<file path="src/rtl/text_buf_writer_if.sv">
// Character-stream input and character-buffer write port of the text buffer writer.
// The master side drives characters; the slave side is the writer itself.
interface text_buf_writer_if #(
  parameter int AW = 12
);
  logic [7:0]    in_data;
  logic          in_valid;
  logic          in_ready;
  logic          wr_en;
  logic [AW-1:0] wr_addr;
  logic [7:0]    wr_data;
  logic [6:0]    cursor_col;
  logic [4:0]    cursor_row;
  logic          busy;

  modport master (
    output in_data, in_valid,
    input  in_ready, wr_en, wr_addr, wr_data, cursor_col, cursor_row, busy
  );

  modport slave (
    input  in_data, in_valid,
    output in_ready, wr_en, wr_addr, wr_data, cursor_col, cursor_row, busy
  );
endinterface

</file>
<file path="src/rtl/text_buf_writer.sv">
// Turns an ASCII character stream into character-buffer writes with a tracked cursor,
// including a full-screen clear after reset and on form feed.
//
// state   | meaning
// --------+-------------------------------------------------------------
// S_IDLE  | accepting characters, one per cycle
// S_CLEAR | writing a space to every buffer cell, input stalled
module text_buf_writer #(
  parameter int COLS = 80,
  parameter int ROWS = 30,
  parameter int AW   = 12
) (
  input  logic              clk,
  input  logic              rst,
  text_buf_writer_if.slave  bus
);
  localparam int           TOTAL    = COLS * ROWS;
  localparam logic [6:0]   LAST_COL = 7'(COLS - 1);
  localparam logic [4:0]   LAST_ROW = 5'(ROWS - 1);
  localparam logic [AW:0]  CLR_END  = (AW+1)'(TOTAL);
  localparam logic [AW:0]  CNT_ONE  = (AW+1)'(1);
  localparam logic [7:0]   SPACE    = 8'h20;

  typedef enum logic {
    S_IDLE  = 1'b0,
    S_CLEAR = 1'b1
  } state_t;

  state_t        r_state;
  logic          r_in_ready;
  logic          r_busy;
  logic          r_wr_en;
  logic [AW-1:0] r_wr_addr;
  logic [7:0]    r_wr_data;
  logic [6:0]    r_col;
  logic [4:0]    r_row;
  logic [AW:0]   r_clr_cnt;

  logic          w_accept;
  logic [AW-1:0] w_cur_addr;
  logic [AW-1:0] w_bs_addr;
  logic [4:0]    w_next_row;

  assign w_accept   = r_in_ready & bus.in_valid;
  // Address math done in 32 bits so row*COLS never truncates before the final cast.
  assign w_cur_addr = AW'(32'(r_row) * 32'(COLS) + 32'(r_col));
  assign w_bs_addr  = AW'(32'(r_row) * 32'(COLS) + 32'(r_col) - 32'd1);
  assign w_next_row = (r_row == LAST_ROW) ? 5'd0 : r_row + 5'd1;

  always_ff @(posedge clk) begin
    if (rst) begin
      r_state    <= S_CLEAR;
      r_in_ready <= 1'b0;
      r_busy     <= 1'b1;
      r_wr_en    <= 1'b0;
      r_wr_addr  <= '0;
      r_wr_data  <= SPACE;
      r_col      <= 7'd0;
      r_row      <= 5'd0;
      r_clr_cnt  <= '0;
    end else begin
      r_wr_en <= 1'b0;
      case (r_state)
        S_CLEAR: begin
          // The counter runs one past the last cell so the final write still shows busy.
          if (r_clr_cnt == CLR_END) begin
            r_state    <= S_IDLE;
            r_in_ready <= 1'b1;
            r_busy     <= 1'b0;
          end else begin
            r_wr_en   <= 1'b1;
            r_wr_addr <= r_clr_cnt[AW-1:0];
            r_wr_data <= SPACE;
            r_clr_cnt <= r_clr_cnt + CNT_ONE;
          end
        end
        S_IDLE: begin
          if (w_accept) begin
            if (bus.in_data inside {[8'h20:8'h7E]}) begin
              r_wr_en   <= 1'b1;
              r_wr_addr <= w_cur_addr;
              r_wr_data <= bus.in_data;
              if (r_col == LAST_COL) begin
                r_col <= 7'd0;
                r_row <= w_next_row;
              end else begin
                r_col <= r_col + 7'd1;
              end
            end else begin
              case (bus.in_data)
                8'h0A: r_row <= w_next_row;
                8'h0D: r_col <= 7'd0;
                8'h08: begin
                  if (r_col != 7'd0) begin
                    r_col     <= r_col - 7'd1;
                    r_wr_en   <= 1'b1;
                    r_wr_addr <= w_bs_addr;
                    r_wr_data <= SPACE;
                  end
                end
                8'h0C: begin
                  r_col      <= 7'd0;
                  r_row      <= 5'd0;
                  r_state    <= S_CLEAR;
                  r_in_ready <= 1'b0;
                  r_busy     <= 1'b1;
                  r_clr_cnt  <= '0;
                end
                default: ;
              endcase
            end
          end
        end
        default: r_state <= S_IDLE;
      endcase
    end
  end

  assign bus.in_ready   = r_in_ready;
  assign bus.busy       = r_busy;
  assign bus.wr_en      = r_wr_en;
  assign bus.wr_addr    = r_wr_addr;
  assign bus.wr_data    = r_wr_data;
  assign bus.cursor_col = r_col;
  assign bus.cursor_row = r_row;
endmodule

</file>
<file path="src/flat_wrapper.sv">
// flat-port wrapper written by rule: the top's interface ports become plain ports
module text_buf_writer_flat 
#(
  parameter int COLS = 80,
  parameter int ROWS = 30,
  parameter int AW   = 12
)
  (clk, rst, bus_in_data, bus_in_valid, bus_in_ready, bus_wr_en, bus_wr_addr, bus_wr_data, bus_cursor_col, bus_cursor_row, bus_busy);
  text_buf_writer_if #(.AW(AW)) bus_i ();
  input  logic clk;
  input  logic rst;
  input wire logic [$bits(bus_i.in_data)-1:0] bus_in_data;
  input wire logic [$bits(bus_i.in_valid)-1:0] bus_in_valid;
  output wire logic [$bits(bus_i.in_ready)-1:0] bus_in_ready;
  output wire logic [$bits(bus_i.wr_en)-1:0] bus_wr_en;
  output wire logic [$bits(bus_i.wr_addr)-1:0] bus_wr_addr;
  output wire logic [$bits(bus_i.wr_data)-1:0] bus_wr_data;
  output wire logic [$bits(bus_i.cursor_col)-1:0] bus_cursor_col;
  output wire logic [$bits(bus_i.cursor_row)-1:0] bus_cursor_row;
  output wire logic [$bits(bus_i.busy)-1:0] bus_busy;
  assign bus_i.in_data = bus_in_data;
  assign bus_i.in_valid = bus_in_valid;
  assign bus_in_ready = bus_i.in_ready;
  assign bus_wr_en = bus_i.wr_en;
  assign bus_wr_addr = bus_i.wr_addr;
  assign bus_wr_data = bus_i.wr_data;
  assign bus_cursor_col = bus_i.cursor_col;
  assign bus_cursor_row = bus_i.cursor_row;
  assign bus_busy = bus_i.busy;
  text_buf_writer #(.COLS(COLS), .ROWS(ROWS), .AW(AW)) u_core (.clk(clk), .rst(rst), .bus(bus_i));
endmodule
</file>
<file path="config.mk">
export PLATFORM = sky130hd
export DESIGN_NAME = text_buf_writer_flat
export DESIGN_NICKNAME = d
export VERILOG_FILES = /design/src/rtl/text_buf_writer_if.sv /design/src/rtl/text_buf_writer.sv /design/src/flat_wrapper.sv
export SDC_FILE = /design/constraint.sdc
export NUM_CORES = 1
export LEC_CHECK = 0
export BUFFER_PORTS_ARGS = -buffer_cell sky130_fd_sc_hd__buf_4
export CORE_MARGIN = 5
export CORE_UTILIZATION = 60
export CTS_BUF_LIST = sky130_fd_sc_hd__clkbuf_8
export DETAILED_ROUTE_END_ITERATION = 10
export GPL_ROUTABILITY_DRIVEN = 0
export GPL_TIMING_DRIVEN = 0
export HOLD_SLACK_MARGIN = 0.12
export PLACE_DENSITY = 0.93
export REMOVE_ABC_BUFFERS = 1
export SLEW_MARGIN = 15
export SYNTH_ARGS = -nofsm -noshare
export SYNTH_HDL_FRONTEND = slang
export SYNTH_SLANG_ARGS = --single-unit
export TNS_END_PERCENT = 1
</file>
<file path="constraint.sdc">
create_clock -name clk -period 3.5 [get_ports clk]
set_input_delay 0 -clock clk [delete_from_list [all_inputs] [get_ports clk]]
set_output_delay 0 -clock clk [all_outputs]
set_load 0.05 [all_outputs]
</file>
==> metrics.cfg, run 1 <==
[run_status]
outcome=finished clean

[timing]
period_share_pct=94.0
worst_slew_pin_slew_ns=0.839
tns_ns=0
setup_viol_count_final=0
hold_viol=0
skew_ns=0.00498
rsz0062_at_grt=no
fmax_mhz=304
drv_slew=0
fin_crit_ns=3.29
maxSlewHeadroom_pct=44.1

[setup_path]
cp.arrival_ns=3.55
reg2regPathDepth=8
r2r_start=u_core.bus.cursor_col[0]$_SDFFE_PP0P_
slowest_delay_ns=0.67
path_max_fanout=17
r2r_slack_ns=0.21
path_cells=inv_1, ha_1, and4b_1, o41a_1, o21ai_2, nand4_1, a21oi_1, dlygate4sd3_1
timing.rr.end=u_core.bus.wr_data[3]$_SDFFE_PP0P_
path_class=reg -> reg
crit_path_start_kind=register
critPathSlowestCell=o21ai_2
required_ns=3.75
end_kind=register

[die]
die_h_um=83.4
dieArea_um2=6950
core_area_um2=5170
rows=26
die_w_um=83.4
ioPinCount=46
start_util_pct=62.5

[logic_synthesis]
synthCells=384
yosys.area.top_type=dfxtp_1
ys.flop_type=dfxtp_1
synth_area_leaders=dfxtp_1, ha_1, a21oi_1
synth_common_cells=dfxtp_1, a21oi_1, nor2_1
yosysSeqAreaShare_pct=30.4
yosysMostFrequentCell=dfxtp_1
yosysWarningCount=0
yosys_register_bits=49
syn_area_per_cell_um2=8.42
synthArstFlopShare_pct=0
synth_edf_count=0
synth.top_cell.area_share_pct=30.4
synth_area_um2=3230
ys_types=77

[placement]
hpwl_um=5820
placed_cell_area_um2=3560
io_buffers=45

[clocking]
cts_root_buffer=clkbuf_8
cts_inserted_buffers=5
htreeDepth=2
clkTransAtPathRegs_ns=0.10
cts_tree=done
clock_latency_ns=0.31
cts.path.max_buffers=2
cts.sinks=49
cts_setup_buffers=0

[global_routing]
grt_pass1_vias=3156
grt_pass1_wl_um=15200
antenna_found_initial=0
grt_use_total_pct=26.0
grt_max_degree=32
overflow=0

[hold_path]
min_delay_path_depth=5
whs_endpoint=u_core.bus.wr_data[5]$_SDFFE_PP1P_
hold_class=in -> reg
hp-start=bus_in_data[7]

[power]
p_seq_share_pct=48.3
leakage_nw=1.56
p_per_area_nw_per_um2=307
p_sw_share_pct=24.2
p_int_mw=0.891
p_comb_share_pct=9.3
clockPowerShare_pct=42.4
vdd_drop_max_uv=204
p_sw_mw=0.285

[finish]
num-nets-final=465
drive_gt1_share_pct=19.0
syn_to_final_growth_pct=18.7
num_antenna_cells=0
fill_cells=351
fin_area_um2=3840

[route]
ant_nets=0
vias_per_cell=6.41
initialDrtViolationCount=295
wire_per_inst_um=18.1
drcViolationCount=0
wl_um=9150
drtPass1Iterations=5
vias=3245

[flow_run]
cap_violations=0

[worst max-delay path: cells and delay by family (launching register included)]
kind,cells,cell delay (ns)
AOI/OAI and AO/OA,3,1.31
buffers and inverters,2,0.79
DFF,1,0.48
and+or+nand+nor,2,0.42
adders and majority gates,1,0.23
[area by class of cell]
| cell class | count | area [um2] | area share [%] |
|---|---|---|---|
| timing repair buffer | 59 | 478 | 12.5 |
| inverter | 16 | 60.1 | 1.57 |
| tap | 70 | 87.6 | 2.28 |
| clock inverter | 3 | 68.8 | 1.79 |
| sequential | 49 | 981 | 25.6 |
| clock buffer | 5 | 68.8 | 1.79 |
| multi-input combinational | 304 | 2090 | 54.5 |
[worst max-delay path by stage]
stage                                                     start                             endpoint  slack [ns]  cells past startpoint
after floorplan           u_core.bus.cursor_row[3]$_SDFFE_PP0P_  u_core.bus.wr_addr[11]$_SDFFE_PP0P_        0.28                      9
after global placement    u_core.bus.cursor_row[1]$_SDFFE_PP0P_  u_core.bus.wr_addr[11]$_SDFFE_PP0P_        0.48                      9
after detailed placement  u_core.bus.cursor_row[1]$_SDFFE_PP0P_  u_core.bus.wr_addr[11]$_SDFFE_PP0P_        0.36                      9
after CTS                 u_core.bus.cursor_row[1]$_SDFFE_PP0P_  u_core.bus.wr_addr[11]$_SDFFE_PP0P_        0.33                      9
after global routing      u_core.bus.cursor_col[0]$_SDFFE_PP0P_   u_core.bus.wr_data[3]$_SDFFE_PP0P_       0.007                      8
final                     u_core.bus.cursor_col[0]$_SDFFE_PP0P_   u_core.bus.wr_data[3]$_SDFFE_PP0P_        0.21                      8
[metal layers]
layer	global-route usage, %	up-vias	wire length [um]
li1	-	1518	-
met1	31.5	1493	3620
met2	44.1	195	4450
met3	5.84	39	753
met4	11.1	0	332
met5	0	-	0
[timing repair]
action | CTS | global route
hold buffers | 14 | 0
hold endpoints to repair | 22 | 0
resized for setup | 0 | 0
[stage by stage]
step                      setup WS [ns]  power [mW]  hold slack, ns  util, %  std cells
final                             0.209        1.18           0.197     74.2        506
after global placement            0.475       0.673           0.324     68.8        484
after detailed placement          0.356       0.676           0.331     68.8        484
after global routing            0.00741        1.21           0.229     74.2        506
after floorplan                   0.280       0.639          0.0624        -        369
after CTS                         0.331        1.17           0.128     74.2        506
[cells in the final DEF (no fill, tap or decap), drive strengths merged, types with 4 or more instances in the layout]
cell          n
inv          16
o31ai         4
nor2         36
a21oi        38
nor3          5
ha           17
xnor2        10
o21ai        21
o211ai        7
or2           6
and3         10
or3          10
dlygate4sd3  14
a21o          5
nand4        13
xor2         13
buf          45
dfxtp        49
a211oi        9
nand3         9
nor4          5
or4           4
clkbuf        5
nand2        35
[sequential cells by signal, summed over array words and instances, names as in the netlist]
name / count
u_core.r_state: 1
u_core.bus.wr_en: 1
u_core.bus.cursor_col: 7
u_core.bus.wr_data: 8
u_core.bus.cursor_row: 5
u_core.bus.busy: 1
u_core.bus.wr_addr: 12
u_core.bus.in_ready: 1
u_core.r_clr_cnt: 13
[cell families (layout without fill, tap and decap cells)]
family                     after synthesis  after routing  share of synthesized area [%]
DFF                                     49             49                           30.4
AOI/OAI and AO/OA                      113            113                           24.7
buffers and inverters                   31             83                           4.88
and+or+nand+nor                        146            146                           24.9
adders and majority gates               19             19                           7.82
xor gates and xnor gates                23             23                           6.47
muxes                                    3              3                          0.929
[power groups by stage]
stage | clock network [mW] | registers [mW] | logic, mW
floorplan | 0 | 0.589 | 0.0504
global placement | 0 | 0.580 | 0.0928
detailed placement | 0 | 0.581 | 0.0950
CTS | 0.497 | 0.568 | 0.104
global route | 0.524 | 0.569 | 0.116
finish | 0.499 | 0.568 | 0.109
Note: power is estimated with default switching activity, not from simulation.
==> run 2, diff against run 1 <==
- RECOVER_POWER: default -> 50
==> metrics.cfg, run 2 (synthesis gave the netlist of run 1 again) <==
[setup_path]
crit_path_start_kind=register
r2r_slack_ns=0.21  ; about the same
slowest_delay_ns=0.67  ; about the same
timing.rr.end=u_core.bus.wr_data[3]$_SDFFE_PP0P_
startpoint=u_core.bus.cursor_col[0]$_SDFFE_PP0P_
worst-path-buf-inv=2  ; unchanged
path_class=reg -> reg
path_max_fanout=17  ; unchanged
reg2regPathDepth=8  ; unchanged
end_kind=register
crit_path_end=u_core.bus.wr_data[3]$_SDFFE_PP0P_
crit_family=compound AO/OA/AOI/OAI gates
path_cells=inv_1, ha_1, and4b_1, o41a_1, o21ai_2, nand4_1, a21oi_1, dlygate4sd3_1
required_ns=3.75  ; about the same
cp.arrival_ns=3.54  ; about the same
critPathSlowestCell=o21ai_2
worst-path-stages=8  ; unchanged
r2r_start=u_core.bus.cursor_col[0]$_SDFFE_PP0P_

[hold_path]
min_delay_path_depth=5  ; unchanged
hold_class=in -> reg

[finish]
largest_reg_flops=13  ; unchanged
syn_to_final_growth_pct=14.2
fill_cells=387  ; +10%
num_antenna_cells=0  ; unchanged
drive_gt1_share_pct=10.3  ; -8.7 points
num-nets-final=465  ; unchanged
multi_input_area_um2=2080  ; -0.78%
regArea_um2=981  ; unchanged
final_cell_mix=dfxtp_1, a21oi_1, nor2_1, nand2_1, clkbuf_1
final_common_cell=dfxtp_1
top_register=u_core.r_clr_cnt

[route]
wire_per_inst_um=18.0  ; -0.63%
vias=3280  ; +1.1%
drcViolationCount=0  ; unchanged
drtPass1Iterations=6  ; +1
ant_nets=0  ; unchanged
wl_um=9090  ; -0.63%
initialDrtViolationCount=383  ; +30%
vias_per_cell=6.48  ; +1.1%

[power]
vdd_drop_max_uv=201  ; -1.6%
clockPowerShare_pct=42.5  ; about the same
leakage_nw=1.40  ; -10%
p_int_mw=0.889  ; -0.27%
p_sw_share_pct=24.2  ; -0.080 points
p_sw_mw=0.283  ; -0.70%
p_seq_share_pct=48.5  ; +0.2 points
p_comb_share_pct=9.0  ; -0.3 points
p_per_area_nw_per_um2=318  ; +3.6%

[placement]
hpwl_um=5820  ; unchanged
io_buffers=45  ; unchanged
pre_cts_slack_ns=0.356  ; unchanged

[timing]
fin_crit_ns=3.29  ; -0.000784 ns
maxSlewHeadroom_pct=28.1  ; -16 points
setup_viol_count_final=0  ; unchanged
setup_slack_ns=0.209  ; +0.000784 ns
hold_slack_ns=0.188  ; -0.00907 ns
drv_slew=0  ; unchanged
tns_ns=0  ; unchanged
fmax_mhz=304  ; about the same
rsz0062_at_grt=no
hold_viol=0  ; unchanged
period_share_pct=94.0  ; about the same
worst_slew_pin_slew_ns=1.07  ; +0.229 ns
skew_ns=0.00785  ; +0.00286 ns

[run_status]
outcome=finished clean

[global_routing]
grt_pass1_wl_um=15200  ; unchanged
grt_max_degree=32  ; unchanged
antenna_found_initial=0  ; unchanged
grt_use_total_pct=26.0  ; unchanged
grt_pass1_vias=3156  ; unchanged
overflow=0  ; unchanged

[die]
ioPinCount=46  ; unchanged
dieArea_um2=6950  ; unchanged
die_h_um=83.4  ; unchanged
rows=26  ; unchanged
die_w_um=83.4  ; unchanged
core_area_um2=5170  ; unchanged
start_util_pct=62.5  ; unchanged

[clocking]
cts.path.max_buffers=2  ; unchanged
htreeDepth=2  ; unchanged
cts_inserted_buffers=5  ; unchanged
clock_latency_ns=0.31  ; about the same
cts_root_buffer=clkbuf_8
cts_setup_buffers=0  ; unchanged
clkTransAtPathRegs_ns=0.10  ; about the same
cts.sinks=49  ; unchanged
cts_tree=done

[flow_run]
cap_violations=0  ; unchanged

-- run 2: cell types whose count changed in the layout (fill, tap and decap cells not counted) --
cell      delta
or2_0        +1
or2_2        -1
o21a_1       +1
nor4_1       +1
buf_4       -35
nor4_4       -1
clkbuf_1    +35
o21a_2       -1
-- run 2: cell type report --
class / count / area share [%]
clock buffer: 5 / 1.87
multi-input combinational: 304 / 56.3
sequential: 49 / 26.6
inverter: 16 / 1.63
tap: 70 / 2.37
clock inverter: 3 / 1.87
timing repair buffer: 59 / 9.39
-- run 2: metal layers --
metal | up-vias | global-route usage, % | share of wire, %
met4 | 0 | 11.1 | 3.9
met2 | 209 | 44.1 | 48
met5 | - | 0 | 0
li1 | 1518 | - | -
met1 | 1504 | 31.5 | 40
met3 | 49 | 5.84 | 8.0
-- run 2: power by group through the flow --
stage               logic (mW)  clock network (mW)  registers, mW
global route             0.112               0.524          0.569
floorplan               0.0504                   0          0.589
detailed placement      0.0950                   0          0.581
finish                   0.105               0.498          0.568
CTS                      0.104               0.497          0.568
global placement        0.0928                   0          0.580
-- run 2: per-stage QoR --
stage	util, %	cell area [um2]	total power [mW]	std cells
5_1_grt	71.3	3690	1.21	506
4_1_cts	74.2	3840	1.17	506
3_3_place_gp	68.8	3560	0.673	484
3_5_place_dp	68.8	3560	0.676	484
2_1_floorplan	-	3130	0.639	369
6_report	71.3	3690	1.17	506
-- run 2: worst min path at each step --
| stage | from | slack [ns] | endpoint |
|---|---|---|---|
| 3_3_place_gp | bus_in_data[0] | 0.32 | u_core.bus.wr_data[0]$_SDFFE_PP0P_ |
| 6_report | bus_in_data[7] | 0.19 | u_core.bus.wr_data[5]$_SDFFE_PP1P_ |
| 3_5_place_dp | bus_in_data[6] | 0.33 | u_core.bus.wr_data[6]$_SDFFE_PP0P_ |
| 2_1_floorplan | rst | 0.06 | u_core.bus.wr_addr[9]$_SDFFE_PP0P_ |
| 5_1_grt | bus_in_data[7] | 0.23 | u_core.bus.wr_data[5]$_SDFFE_PP1P_ |
| 4_1_cts | bus_in_data[7] | 0.13 | u_core.bus.wr_data[5]$_SDFFE_PP1P_ |
-- run 2: repair_timing --
item / CTS / global route
hold endpoints to repair: 22 / 0
hold buffers: 14 / 0
gates resized for setup: 0 / 0
-- run 2: worst register-to-register path: cells and delay by family, from the launching register on --
| family | cells | cell delay [ns] |
|---|---|---|
| and+or+nand+nor | 2 | 0.43 |
| buffers and inverters | 2 | 0.78 |
| AOI/OAI and AO/OA | 3 | 1.31 |
| adders and majority gates | 1 | 0.23 |
| DFF | 1 | 0.48 |
